File: config.mk
export PLATFORM = sky130hd
export DESIGN_NAME = irq_request_latch_flat
export DESIGN_NICKNAME = d
export VERILOG_FILES = /design/src/rtl/irq_request_latch_if.sv /design/src/rtl/irq_request_latch.sv /design/src/flat_wrapper.sv
export SDC_FILE = /design/constraint.sdc
export NUM_CORES = 1
export LEC_CHECK = 0
export BUFFER_PORTS_ARGS = -buffer_cell sky130_fd_sc_hd__buf_2
export CORE_ASPECT_RATIO = 0.9
export CORE_MARGIN = 4
export CORE_UTILIZATION = 59
export CTS_BUF_LIST = sky130_fd_sc_hd__clkbuf_4
export DETAILED_ROUTE_END_ITERATION = 12
export HOLD_SLACK_MARGIN = 0.15
export PLACE_DENSITY = 0.86
export SETUP_SLACK_MARGIN = 0.4
export SYNTH_ARGS = -nofsm -noshare
export SYNTH_HDL_FRONTEND = slang
export SYNTH_SLANG_ARGS = --single-unit
File: constraint.sdc
create_clock -name clk -period 2.5 [get_ports clk]
set_input_delay 0.5 -clock clk [delete_from_list [all_inputs] [get_ports clk]]
set_output_delay 0.5 -clock clk [all_outputs]
set_load 0.05 [all_outputs]
File: src/rtl/irq_request_latch_if.sv
// Bundle of request, clear and status signals between the request latch
// and whatever drives it (the encoder/consumer side).
interface irq_request_latch_if;
  logic [7:0] req;
  logic [7:0] mask;
  logic       clr_valid;
  logic [2:0] clr_code;
  logic       clr_all;
  logic       ovf_clr;
  logic [7:0] pend;
  logic       irq;
  logic [7:0] overflow;

  // Driver side: produces requests and clears, observes status
  modport master (
    output req, mask, clr_valid, clr_code, clr_all, ovf_clr,
    input  pend, irq, overflow
  );

  // Latch side: consumes requests and clears, produces status
  modport slave (
    input  req, mask, clr_valid, clr_code, clr_all, ovf_clr,
    output pend, irq, overflow
  );
endinterface

File: src/rtl/irq_request_latch.sv
// Front end of the 8-input priority encoder: synchronises eight async
// request lines, latches rising edges as pending bits until the consumer
// clears them by encoder code, and flags requests lost while pending.
module irq_request_latch #(
  parameter int SYNC_STAGES = 2,  // synchroniser depth, 2..4
  parameter int EDGE_MODE   = 1   // 1 = edge capture, 0 = level follow
) (
  input logic               clk,
  input logic               rst_n,
  irq_request_latch_if.slave bus
);

  logic [SYNC_STAGES-1:0][7:0] sync_q;
  logic [7:0] hist_q;
  logic [7:0] pending_q, pending_d;
  logic [7:0] pend_q, pend_d;
  logic [7:0] overflow_q, overflow_d;
  logic [7:0] sync_s;
  logic [7:0] edge_s;
  logic [7:0] clr_s;
  logic [7:0] ovf_evt_s;

  assign sync_s = sync_q[SYNC_STAGES-1];
  assign edge_s = sync_s & ~hist_q;

  // Per-channel clear decode from the encoder code
  for (genvar gi = 0; gi < 8; gi++) begin : g_clr
    assign clr_s[gi] = bus.clr_all | (bus.clr_valid && (bus.clr_code == 3'(gi)));
  end

  // Next pending/overflow state; a new edge beats a same-cycle clear
  always_comb begin
    pending_d = pending_q;
    ovf_evt_s = '0;
    if (EDGE_MODE != 0) begin
      pending_d = edge_s | (pending_q & ~clr_s);
      ovf_evt_s = edge_s & pending_q & ~clr_s;
    end else begin
      pending_d = sync_s;
    end
    overflow_d = bus.ovf_clr ? ovf_evt_s : (overflow_q | ovf_evt_s);
    pend_d     = pending_d & bus.mask;
  end

  // Synchroniser chain and edge history (history resets low so a request
  // held high through reset is still seen as an edge)
  always_ff @(posedge clk or negedge rst_n) begin
    if (!rst_n) begin
      sync_q <= '0;
      hist_q <= '0;
    end else begin
      if (SYNC_STAGES > 1) begin
        sync_q <= {sync_q[SYNC_STAGES-2:0], bus.req};
      end else begin
        sync_q <= bus.req;
      end
      hist_q <= sync_s;
    end
  end

  // Pending, visible pend and sticky overflow registers
  always_ff @(posedge clk or negedge rst_n) begin
    if (!rst_n) begin
      pending_q  <= '0;
      pend_q     <= '0;
      overflow_q <= '0;
    end else begin
      pending_q  <= pending_d;
      pend_q     <= pend_d;
      overflow_q <= overflow_d;
    end
  end

  assign bus.pend     = pend_q;
  assign bus.irq      = |pend_q;
  assign bus.overflow = overflow_q;

endmodule

File: src/flat_wrapper.sv
// flat-port wrapper written by rule: the top's interface ports become plain ports
module irq_request_latch_flat 
#(
  parameter int SYNC_STAGES = 2,                             
  parameter int EDGE_MODE   = 1                                        
)
  (clk, rst_n, bus_req, bus_mask, bus_clr_valid, bus_clr_code, bus_clr_all, bus_ovf_clr, bus_pend, bus_irq, bus_overflow);
  irq_request_latch_if bus_i ();
  input logic clk;
  input logic rst_n;
  input wire logic [$bits(bus_i.req)-1:0] bus_req;
  input wire logic [$bits(bus_i.mask)-1:0] bus_mask;
  input wire logic [$bits(bus_i.clr_valid)-1:0] bus_clr_valid;
  input wire logic [$bits(bus_i.clr_code)-1:0] bus_clr_code;
  input wire logic [$bits(bus_i.clr_all)-1:0] bus_clr_all;
  input wire logic [$bits(bus_i.ovf_clr)-1:0] bus_ovf_clr;
  output wire logic [$bits(bus_i.pend)-1:0] bus_pend;
  output wire logic [$bits(bus_i.irq)-1:0] bus_irq;
  output wire logic [$bits(bus_i.overflow)-1:0] bus_overflow;
  assign bus_i.req = bus_req;
  assign bus_i.mask = bus_mask;
  assign bus_i.clr_valid = bus_clr_valid;
  assign bus_i.clr_code = bus_clr_code;
  assign bus_i.clr_all = bus_clr_all;
  assign bus_i.ovf_clr = bus_ovf_clr;
  assign bus_pend = bus_i.pend;
  assign bus_irq = bus_i.irq;
  assign bus_overflow = bus_i.overflow;
  irq_request_latch #(.SYNC_STAGES(SYNC_STAGES), .EDGE_MODE(EDGE_MODE)) u_core (.clk(clk), .rst_n(rst_n), .bus(bus_i));
endmodule
==> flow_metrics.env <==
export IMPL_hold_worst_slack_ns=0.251
export IMPL_nFillCells=197
export IMPL_core_um2=2790
export IMPL_synthCells=125
export IMPL_dieArea_um2=3910
export IMPL_ant_nets=0
export IMPL_cp_required_ns=2.00
export IMPL_power_mw=1.39
export IMPL_fin_cells=214
export IMPL_port_buffer_count=40
export IMPL_clock_path_buffers=2
export IMPL_startpoint_type="flop"
export IMPL_place_area_um2=2000
export IMPL_synth_async_reset_ratio_pct=100
export IMPL_avgSynthCellArea_um2=14.0
export IMPL_fin_util_pct=74.1
export IMPL_num_vias=1125
export IMPL_status="finished, final reports clean"
export IMPL_fp_row_count=18
export IMPL_power_density_nw_per_um2=674
export IMPL_final_cell_area_um2=2070
export IMPL_path_max_fanout=2
export IMPL_min_period_ns=1.85
export IMPL_synth_most_common_cell="dfrtp_1"
export IMPL_cts_repair_resized=0
export IMPL_start_util_pct=62.7
export IMPL_synth_ff_type="dfrtp_1"
export IMPL_cts_sinks=48
export IMPL_p_leak_nw=1.01
export IMPL_synth_fp_nets=149
export IMPL_route_detailed_drc=0
export IMPL_grt_max_degree=26
export IMPL_place_ws_ns=1.04
export IMPL_antenna_found_initial=0
export IMPL_area_growth_pct=18.1
export IMPL_vias_per_cell=5.26
export IMPL_end_kind="primary output"
export IMPL_hold_viol=0
export IMPL_die_h_um=59.7
export IMPL_grt_pass1_wl_um=5600
export IMPL_placedCellCount=205
export IMPL_tns_ns=0
export IMPL_yosysTopAreaCellShare_pct=68.6
export IMPL_setup_slack_ns=0.653
export IMPL_grt_usage_pct=20.4
export IMPL_setup_viol=0
export IMPL_synth_cell_types=17
export IMPL_cts_made_buffers=5
export IMPL_finalMaxSlewViolations=0
export IMPL_io_pins=41
export IMPL_yosys_top_cells_area="dfrtp_1 69%, o32ai_2 7.4%, nand2b_1 5.7%, o32ai_1 3.5%, inv_1 3.4%"
export IMPL_max_slew_margin_pct=64.1
export IMPL_insertion_delay_ns=0.34
export IMPL_clk_pin_slew_worst_paths_ns=0.12
export IMPL_max_cap_violations=0
export IMPL_layout_drive_gt1_share_pct=33.9
export IMPL_grt_pass1_vias=1213
export IMPL_finalClockSkew_ns=0.00516
export IMPL_critPathKind="reg -> out"
export IMPL_rsz0062_at_grt="false"
export IMPL_die_x_um=65.4
export IMPL_timing_fmax_ghz=0.541
export IMPL_yosysTopAreaCell="dfrtp_1"
export IMPL_gp_congestion=0.693
export IMPL_post_drt_wl_per_cell_um=15.9
export IMPL_vdd_drop_max_mv=0.430
export IMPL_fin_crit_sh_pct=73.9
export IMPL_reg2regPathDepth=2
export IMPL_num_antenna_cells=0
export IMPL_arrival_ns=1.35
export IMPL_synth_edf_count=0
export IMPL_tightest_slew_ns=0.531
export IMPL_yosys_warnings=0
export IMPL_post_cts_setup_buffer_count=0
export IMPL_drt_wl_total_um=3410
export IMPL_synthTopCellsByCount="48 x dfrtp_1, 16 x inv_1, 16 x nand2b_1"
export IMPL_drt_iter0_markers=36
export IMPL_hp_class="in -> reg"
export IMPL_seq_area_frac_synth_pct=68.6
export IMPL_min_path_cells=1
export IMPL_h_tree_depth=2
export IMPL_drt_pass1_iter_count=4
export IMPL_final_nets=197
export IMPL_overflow=0
export IMPL_synth_seq_cells=48
export IMPL_dpl_hpwl_um=2580
export IMPL_synth_area_um2=1750
export IMPL_tritoncts="built"
export IMPL_postCtsHoldBufs=1
export IMPL_cts_root_buf="clkbuf_4"
==> flip-flops by register name (all words and copies together), names as in the netlist <==
signal,count
u_core.bus.overflow,8
u_core.bus.pend,8
u_core.hist_q,8
u_core.pending_q,8
u_core.sync_q,8
u_core.sync_s,8
==> cells in the final DEF (no fill, tap or decap), drive strengths merged <==
cell type,Yosys,final
nand3b,1,1
and4,1,1
clkinv,0,1
buf,1,42
nand2,8,8
clkbuf,1,7
nor4,2,2
dlygate4sd3,0,1
nor4b,1,1
nand2b,16,16
o32ai,15,15
o21ai,8,8
inv,16,16
and4bb,3,3
dfrtp,48,48
and4b,3,3
o22ai,1,1
==> path summary, 6_finish.rpt <==
check | startpoint | endpoint | slack, ns
max in group asynchronous | rst_n | u_core.hist_q[6]$_DFF_PN0_ | 1.58
worst max-delay path | u_core.bus.pend[1]$_DFF_PN0_ | bus_irq | 0.65
worst min register to register | u_core.sync_q[5]$_DFF_PN0_ | u_core.sync_s[5]$_DFF_PN0_ | 0.36
worst max register to register | u_core.hist_q[3]$_DFF_PN0_ | u_core.bus.overflow[3]$_DFF_PN0_ | 1.56
min in group asynchronous | rst_n | u_core.sync_s[2]$_DFF_PN0_ | 0.46
worst min-delay path | bus_req[5] | u_core.sync_q[5]$_DFF_PN0_ | 0.25
==> power breakdown <==
group | internal [mW] | leakage (nW) | switching [mW]
Sequential | 0.824 | 0.591 | 0.0222
Combinational | 0.0619 | 0.382 | 0.142
Clock | 0.130 | 0.0338 | 0.214
Total | 1.02 | 1.01 | 0.378
==> critical path: stages (launching register included) <==
cell and delay (ns):
dfrtp_1 0.40, nor4_1 0.30, nand2_1 0.09, buf_2 0.21
==> cells by family after synthesis <==
group                  synth area share [%]
flip-flops                             68.6
AND/OR/NAND/NOR                        13.6
AO/OA/AOI/OAI                          13.6
buffers and inverters                  4.29
==> routing by layer <==
metal / vias to the layer above / track usage [%] / share of wire (%)
li1: 533 / - / -
met1: 567 / 23.6 / 40
met2: 25 / 35.2 / 55
met3: 0 / 6.77 / 4.3
met4: 0 / 8.28 / 0
met5: - / 0 / 0
==> area by class of cell <==
class | count | area, µm² | area share (%)
flip-flops and latches | 48 | 1200 | 58.1
multi-input cells | 59 | 475 | 23.0
repair buffers | 43 | 225 | 10.9
inverters | 16 | 60.1 | 2.90
clock buffers | 7 | 52.6 | 2.54
well taps | 40 | 50.0 | 2.42
clock inverters | 1 | 3.75 | 0.181
(Power assumes the default switching activity.)
